===== src/rtl/risc_toy_fetch.sv =====
// risc_toy_fetch -- instruction fetch stage for the RISC_TOY pipeline.
//
// Owns the program counter and issues one instruction-memory request per
// cycle whenever the 2-entry skid buffer can absorb the response. Responses
// arrive one cycle after the request. Entry 0 of the buffer drives the
// fetch/decode (FD_*) outputs. A redirect from execute flushes the buffer,
// drops the response returning that cycle and fetches the target
// immediately.
//
// Ports:
//   CLK          in   clock, rising edge
//   RSTN         in   asynchronous active-low reset
//   IREQ         out  instruction-memory request
//   IADDR[29:0]  out  word address of the request
//   INSTR[31:0]  in   memory data for the request issued last cycle
//   STALL        in   decode cannot accept this cycle
//   REDIRECT     in   control-flow change from execute
//   REDIRECT_PC  in   redirect target byte address (bits [1:0] ignored)
//   FD_VALID     out  FD_* hold a valid instruction
//   FD_INSTR     out  instruction word
//   FD_PC        out  byte address of FD_INSTR
//   FD_NPC       out  FD_PC + 4 (link value)
module risc_toy_fetch #(
  parameter logic [31:0] RESET_PC = 32'h0000_0000
) (
  input  logic        CLK,
  input  logic        RSTN,
  output logic        IREQ,
  output logic [29:0] IADDR,
  input  logic [31:0] INSTR,
  input  logic        STALL,
  input  logic        REDIRECT,
  input  logic [31:0] REDIRECT_PC,
  output logic        FD_VALID,
  output logic [31:0] FD_INSTR,
  output logic [31:0] FD_PC,
  output logic [31:0] FD_NPC
);

  logic [31:0] pc_q, pc_d;
  logic        inflight_q, inflight_d;
  logic [31:0] infl_pc_q, infl_pc_d;
  logic [1:0]  count_q, count_d;
  logic [31:0] instr_q [2];
  logic [31:0] instr_d [2];
  logic [31:0] bpc_q   [2];
  logic [31:0] bpc_d   [2];

  logic        consume;
  logic [2:0]  occupancy;
  logic        wr_idx;
  logic [31:0] target_pc;

  assign target_pc = REDIRECT_PC & ~32'h0000_0003;

  assign FD_VALID = (count_q != 2'd0);
  assign FD_INSTR = instr_q[0];
  assign FD_PC    = bpc_q[0];
  // Held at zero while nothing is valid so the output reads 0 out of reset.
  assign FD_NPC   = FD_VALID ? (bpc_q[0] + 32'd4) : 32'd0;

  assign consume = FD_VALID & ~STALL & ~REDIRECT;

  // Entries the buffer will hold after this cycle if no new request is made;
  // a request is only allowed when at most one is committed, so the
  // response always finds a free slot.
  assign occupancy = {1'b0, count_q} - {2'b00, consume} + {2'b00, inflight_q};

  assign IREQ  = RSTN & (REDIRECT | (occupancy <= 3'd1));
  assign IADDR = (RSTN & REDIRECT) ? target_pc[31:2] : pc_q[31:2];

  // The returning word goes to the first free slot after the consume shift.
  assign wr_idx = ((count_q - {1'b0, consume}) != 2'd0);

  always_comb begin
    pc_d       = pc_q;
    inflight_d = inflight_q;
    infl_pc_d  = infl_pc_q;
    count_d    = count_q;
    instr_d    = instr_q;
    bpc_d      = bpc_q;

    if (REDIRECT) begin
      // Flush: the buffer contents and the response arriving now are dropped.
      count_d    = 2'd0;
      pc_d       = target_pc + 32'd4;
      inflight_d = 1'b1;
      infl_pc_d  = target_pc;
    end else begin
      if (consume) begin
        instr_d[0] = instr_q[1];
        bpc_d[0]   = bpc_q[1];
      end
      if (inflight_q) begin
        instr_d[wr_idx] = INSTR;
        bpc_d[wr_idx]   = infl_pc_q;
      end
      count_d = occupancy[1:0];
      if (IREQ) begin
        pc_d       = pc_q + 32'd4;
        inflight_d = 1'b1;
        infl_pc_d  = pc_q;
      end else begin
        inflight_d = 1'b0;
      end
    end
  end

  always_ff @(posedge CLK or negedge RSTN) begin
    if (!RSTN) begin
      pc_q       <= RESET_PC;
      inflight_q <= 1'b0;
      infl_pc_q  <= 32'd0;
      count_q    <= 2'd0;
      for (int i = 0; i < 2; i++) begin
        instr_q[i] <= 32'd0;
        bpc_q[i]   <= 32'd0;
      end
    end else begin
      pc_q       <= pc_d;
      inflight_q <= inflight_d;
      infl_pc_q  <= infl_pc_d;
      count_q    <= count_d;
      for (int i = 0; i < 2; i++) begin
        instr_q[i] <= instr_d[i];
        bpc_q[i]   <= bpc_d[i];
      end
    end
  end

endmodule


===== config.mk =====
export PLATFORM = sky130hd
export DESIGN_NAME = risc_toy_fetch
export DESIGN_NICKNAME = d
export VERILOG_FILES = /design/src/rtl/risc_toy_fetch.sv
export SDC_FILE = /design/constraint.sdc
export NUM_CORES = 1
export LEC_CHECK = 0
export CAP_MARGIN = 10
export CORE_AREA = 2 2 145 147
export CTS_CLUSTER_SIZE = 28
export DETAILED_ROUTE_END_ITERATION = 10
export DIE_AREA = 0 0 147 149
export HOLD_SLACK_MARGIN = 0.15
export PLACE_DENSITY_LB_ADDON = 0.3
export SYNTH_ARGS = -nofsm -noshare
export SYNTH_HDL_FRONTEND = slang
export SYNTH_SLANG_ARGS = --single-unit

===== constraint.sdc =====
create_clock -name CLK -period 3.5 [get_ports CLK]
set_input_delay 0.35 -clock CLK [delete_from_list [all_inputs] [get_ports CLK]]
set_output_delay 0.35 -clock CLK [all_outputs]
set_load 0.03 [all_outputs]

==> flow_summary.json, run 1 <==
{
  "status": "complete, no violations",
  "drt_iter0_markers": 610,
  "crit_type": "flip-flop to output pin",
  "grt_overflow": 0,
  "grt_first_pass_wirelength_um": 41000,
  "coreArea_mm2": 0.0206,
  "p_sw_frac": 0.405,
  "p_per_area_mw_per_mm2": 855,
  "power.net_switching_mw": 4.49,
  "tritoncts": "built",
  "grt_pass1_vias": 7750,
  "yosys.area.top_type": "dfrtp_1",
  "yosysSeqAreaShare": 0.452,
  "finalSetupViolations": 0,
  "slew_headroom": 0.212,
  "drive_gt1_frac": 0.164,
  "cp.required_ns": 3.15,
  "clock_skew_ns": 0.0116,
  "holdPathEnd": "pc_q[7]",
  "grt_usage": 0.233,
  "synth_flop_cell": "dfrtp_1",
  "ctsRootBufferMaster": "clkbuf_16",
  "synthTopCellsByArea": "dfrtp_1 (45%), mux2_2 (10%), buf_4 (4.6%), nand2_1 (4.5%), a22oi_1 (4.5%)",
  "drt_wl_total_um": 24800,
  "drv_slew": 0,
  "synth.most_common_cell": "dfrtp_1",
  "r2r_start": "count_q[1]",
  "timing.final.crit_period_ns": 3.22,
  "leakage_nw": 5.31,
  "crit_arrival_ns": 2.87,
  "cts_max_level": 4,
  "avgSynthCellArea_um2": 9.92,
  "antenna_found_initial": 0,
  "finalHoldViolations": 0,
  "die_height_um": 149,
  "wl_per_cell_um": 16.9,
  "grt_max_degree": 75,
  "rsz0062_at_grt": "no",
  "antenna_cells": 0,
  "post-route-util": 0.632,
  "final_nets": 1252,
  "clk_pin_slew_ns": 0.07,
  "max_freq_mhz": 311,
  "synth_nets": 1138,
  "firstDrtPassIters": 8,
  "synth.distinct_cells": 54,
  "synth_cells": 1065,
  "worst_slew_pin_slew_ns": 1.18,
  "initial_utilization": 0.514,
  "final.setup.tns_ns": 0,
  "whs_ns": 0.207,
  "seqPwrFrac": 0.345,
  "antenna_left": 0,
  "synth_warnings": 0,
  "cts_inserted_buffers": 17,
  "io_pins": 196,
  "synth_common_cells": "dfrtp_1 (191), nand2_1 (127), mux2_2 (95)",
  "dpl.hpwl_um": 17500,
  "viasPerCell": 5.48,
  "synth_edf_count": 0,
  "clkPwrFrac": 0.186,
  "via_count": 8032,
  "hp-start": "REDIRECT",
  "rows": 53,
  "reg2reg_slack_ns": 0.54,
  "drc_errors": 0,
  "maxCapViolCount": 0,
  "combinationalPowerShare": 0.470,
  "fin_crit_sh": 0.920,
  "globalplace.congestion": 0.860,
  "mappedNetlistArea_mm2": 0.0106,
  "worst_skew_pair.late_latency_ns": 0.43,
  "ir_worst_vdd_mv": 0.512,
  "r2r_end": "pc_q[29]",
  "die_w_um": 147,
  "dieArea_mm2": 0.0219,
  "areaGrowthSynthToFinish_pct": 22.9,
  "worstPathMaxFanout": 9,
  "hold_depth": 2,
  "clock_path_buffers": 2,
  "cp-end-kind": "output pin",
  "io_buffers": 193,
  "synth-seq-cells": 191,
  "reg2reg_depth": 12,
  "cp-start-kind": "flip-flop",
  "clock_sinks": 191,
  "async_flop_share": 1.00,
  "p_int_mw": 6.61,
  "holdCritPathClass": "input pin to flip-flop",
  "netlist.area_leader.share": 0.452
}
## area by class of cell
cell class | count | area, um^2
Clock buffer | 19 | 453
Tap cell | 275 | 344
Multi-Input combinational cell | 736 | 5020
Inverter | 10 | 37.5
Sequential cell | 191 | 4780
Timing Repair Buffer | 223 | 2180
Clock inverter | 13 | 174
Fill cell | 1744 | 7570
## cell usage in the layout (no fill, tap or decap), types with 16 or more instances in the layout
master,synthesis,final
xor2_1,29,29
xnor2_1,47,47
nand4_1,16,16
nand2_1,127,127
a22oi_1,63,63
dfrtp_1,191,191
clkdlybuf4s50_1,0,167
clkbuf_16,0,17
nand3_1,29,29
a21oi_1,21,21
buf_4,65,48
nor2_1,60,59
mux2i_1,43,43
mux2_2,95,95
o21ai_0,93,93
## per-layer routing
layer  vias up  GRT usage  routed length [um]
met5         -          0                   0
met4         0     0.0659                 295
met3        21     0.0315                1220
met2       247      0.360               11500
met1      3849      0.346               11800
li1       3915          -                   -
## critical path, stage by stage, from the launching register on
cell and delay, ns:
dfrtp_1 0.45, and3_1 0.22, and4_1 0.33, nand4_1 0.12, buf_4 0.18, nor3_1 0.28, xnor2_1 0.10, nor2_1 0.08
clkdlybuf4s50_1 0.68
## worst max-delay path by stage
stage / start / endpoint / depth (start not counted)
after floorplan: count_q[0] / infl_pc_q[11] / 12
after global placement: STALL / infl_pc_q[19] / 14
after detailed placement: STALL / pc_q[29] / 13
after CTS: FD_PC[5] / FD_NPC[31] / 7
after global routing: FD_PC[5] / FD_NPC[27] / 7
final: FD_PC[5] / FD_NPC[31] / 8
## repair_timing
action,in CTS,in global routing
hold buffers,1,0
hold endpoints to repair,33,0
setup buffers,0,1
setup endpoints to repair,0,5
gates resized for setup,0,1
## cells by family (layout without fill, tap and decap cells)
kind of cell,count (synthesis),after routing,share of synthesized area
adder cells (fa/ha/maj),5,5,0.00663
flip-flops,191,191,0.452
buffers and inverters,138,265,0.0749
AND/OR/NAND/NOR,310,310,0.139
XOR/XNOR,76,76,0.0630
multiplexers,139,139,0.143
AO/OA/AOI/OAI,206,206,0.120
## power by group through the flow
stage / Sequential [mW] / Combinational (mW) / Clock [mW]
6_report: 3.82 / 5.21 / 2.06
3_5_place_dp: 3.86 / 5.24 / 0
5_1_grt: 3.95 / 5.65 / 2.19
3_3_place_gp: 3.80 / 5.15 / 0
4_1_cts: 3.82 / 5.25 / 2.09
2_1_floorplan: 3.60 / 3.90 / 0
## metrics by stage
step	total power [mW]	setup WS [ns]	instances	area, um^2
2_1_floorplan	7.50	0.436	1065	10600
6_report	11.1	0.280	1467	13000
4_1_cts	11.2	0.0641	1466	13000
5_1_grt	11.8	0.0757	1467	13000
3_3_place_gp	8.96	0.187	1433	12300
3_5_place_dp	9.09	0.111	1433	12300
No activity file was read; power rests on OpenSTA's default activity.
==> run 2, diff against run 1 <==
--- a/config.mk
+++ b/config.mk
@@ -5,11 +5,12 @@
 export SDC_FILE = /design/constraint.sdc
 export NUM_CORES = 1
 export LEC_CHECK = 0
-export CAP_MARGIN = 10
-export CORE_AREA = 2 2 145 147
+export CAP_MARGIN = 40
+export CORE_AREA = 2 2 132 134
 export CTS_CLUSTER_SIZE = 28
 export DETAILED_ROUTE_END_ITERATION = 10
-export DIE_AREA = 0 0 147 149
+export DIE_AREA = 0 0 134 136
+export DONT_BUFFER_PORTS = 1
 export HOLD_SLACK_MARGIN = 0.15
 export PLACE_DENSITY_LB_ADDON = 0.3
 export SYNTH_ARGS = -nofsm -noshare
==> run 2 against run 1 <==
Net effect:
- the run now ends with hold timing left
- final area shrank 12%
- routed wire length shrank 2.1%
- worst setup slack lost 0.029 ns
- critical endpoint is now FD_NPC[23]
- highest routed layer unchanged
==> flow_summary.json, run 2 (synthesis results as in run 1) <==
{
  "drc_errors": 0,
  "max_freq_mhz": 308,
  "seq_area_mm2": 0.00478,
  "whs_ns": -0.387,
  "drt_iter0_markers": 725,
  "grt_use_met3": 0.0556,
  "cp-start-kind": "flip-flop",
  "antenna_left": 0,
  "rows": 48,
  "clk_pin_slew_ns": 0.07,
  "multi_input_area_mm2": 0.00501,
  "io_buffers": 0,
  "die_height_um": 136,
  "fillerInstances": 1329,
  "tritoncts": "built",
  "holdCritPathClass": "input pin to asynchronous set/reset pin",
  "violations": "hold timing",
  "dieArea_mm2": 0.0182,
  "ir_worst_vdd_mv": 0.661,
  "final.setup.tns_ns": 0,
  "firstDrtPassIters": 5,
  "worstPathMaxFanout": 9,
  "wl_per_cell_um": 19.2,
  "finalSetupViolations": 0,
  "die_w_um": 134,
  "cts_inserted_buffers": 17,
  "cts_max_level": 4,
  "io_pins": 196,
  "ctsRootBufferMaster": "clkbuf_16",
  "grt.busiest_layer": "met2",
  "via_count": 7748,
  "timing.final.crit_period_ns": 3.25,
  "drive_gt1_frac": 0.150,
  "grt_first_pass_wirelength_um": 38300,
  "rsz0062_at_grt": "no",
  "grt_pass1_vias": 7280,
  "p_per_area_mw_per_mm2": 863,
  "grt_usage": 0.267,
  "clock_skew_ns": 0.0120,
  "clock_path_buffers": 2,
  "slew_headroom": 0.422,
  "grt_max_degree": 196,
  "cp-end-kind": "output pin",
  "cts_resized": 0,
  "crit_type": "flip-flop to output pin",
  "maxCapViolCount": 0,
  "status": "complete, but fails checks",
  "fin_crit_sh": 0.928,
  "antenna_cells": 0,
  "globalplace.congestion": 0.834,
  "worst_skew_pair.late_latency_ns": 0.43,
  "coreArea_mm2": 0.0169,
  "crit_arrival_ns": 2.90,
  "dpl.hpwl_um": 15200,
  "viasPerCell": 6.11,
  "finalHoldViolations": 191,
  "postCtsSetupBuffers": 0,
  "grt.met1_usage": 0.393,
  "worst_slew_pin_slew_ns": 0.861,
  "power_mw": 9.89,
  "met2_usage": 0.399,
  "initial_utilization": 0.626,
  "final_nets": 1104,
  "cp.required_ns": 3.15,
  "drv_slew": 0,
  "antenna_found_initial": 0,
  "drt_wl_total_um": 24300,
  "holdBufCountCts": 59,
  "leakage_nw": 4.71,
  "layout.cells.most_common_list": "dfrtp_1 (191), nand2_1 (127), mux2_2 (95)",
  "final_common_cell": "dfrtp_1",
  "areaGrowthSynthToFinish_pct": 8.49,
  "grt_overflow": 0,
  "clock_sinks": 191
}
## run 2: cell types whose count changed in the layout (fill, tap and decap cells not counted), sizes merged
cell           previous run  this run
clkdlybuf4s50           167         0
clkbuf                   20        17
clkinv                    3         4
dlygate4sd3               1        58
buf                      54        17
## run 2: routing by layer
metal	vias up	part of all wire
met3	43	0.076
li1	3610	-
met5	-	0
met1	3735	0.46
met4	0	0.022
met2	360	0.44
## run 2: final timing paths
path                                 startpoint                          to  slack [ns]  cells past startpoint
worst min register to register         bpc_q[1]                    bpc_q[1]        0.49                      1
worst max register to register       count_q[1]                    pc_q[31]        0.29                     13
min in group CLK                REDIRECT_PC[21]                    pc_q[21]        0.17                      2
worst max-delay path                   FD_PC[4]                  FD_NPC[23]        0.25                      5
worst min-delay path                       RSTN  asynchronous set/reset pin       -0.39                      0
max in group asynchronous                  RSTN                infl_pc_q[8]        3.63                      0
## run 2: power breakdown
part / switching, mW / total (mW) / internal, mW
Clock: 0.878 / 2.02 / 1.14
Sequential: 1.45 / 4.54 / 3.08
Combinational: 1.96 / 3.33 / 1.38
## run 2: area by class of cell
type	instances	area share
Clock buffer	17	0.0371
Clock inverter	14	0.0158
Inverter	10	0.00328
Multi-Input combinational cell	736	0.437
Sequential cell	191	0.417
Tap cell	225	0.0246
Timing Repair Buffer	75	0.0646
## run 2: critical path, cell delays in order (launching register included)
cell and delay (ns):
dfrtp_1 0.61, and3_1 0.25, and4_1 0.35, nand4_1 0.32, or3_1 0.41, a21oi_1 0.54
## run 2: stage by stage
step | setup WS (ns) | hold WS, ns | utilization | area, um^2 | instances
after floorplan | 0.436 | 0.0544 | - | 10600 | 1065
after global placement | 0.424 | 0.0581 | 0.607 | 10200 | 1178
after detailed placement | 0.304 | 0.0579 | 0.607 | 10200 | 1178
after CTS | 0.220 | -0.404 | 0.679 | 11500 | 1268
after global routing | 0.0297 | -0.422 | 0.679 | 11500 | 1268
final | 0.251 | -0.387 | 0.679 | 11500 | 1268
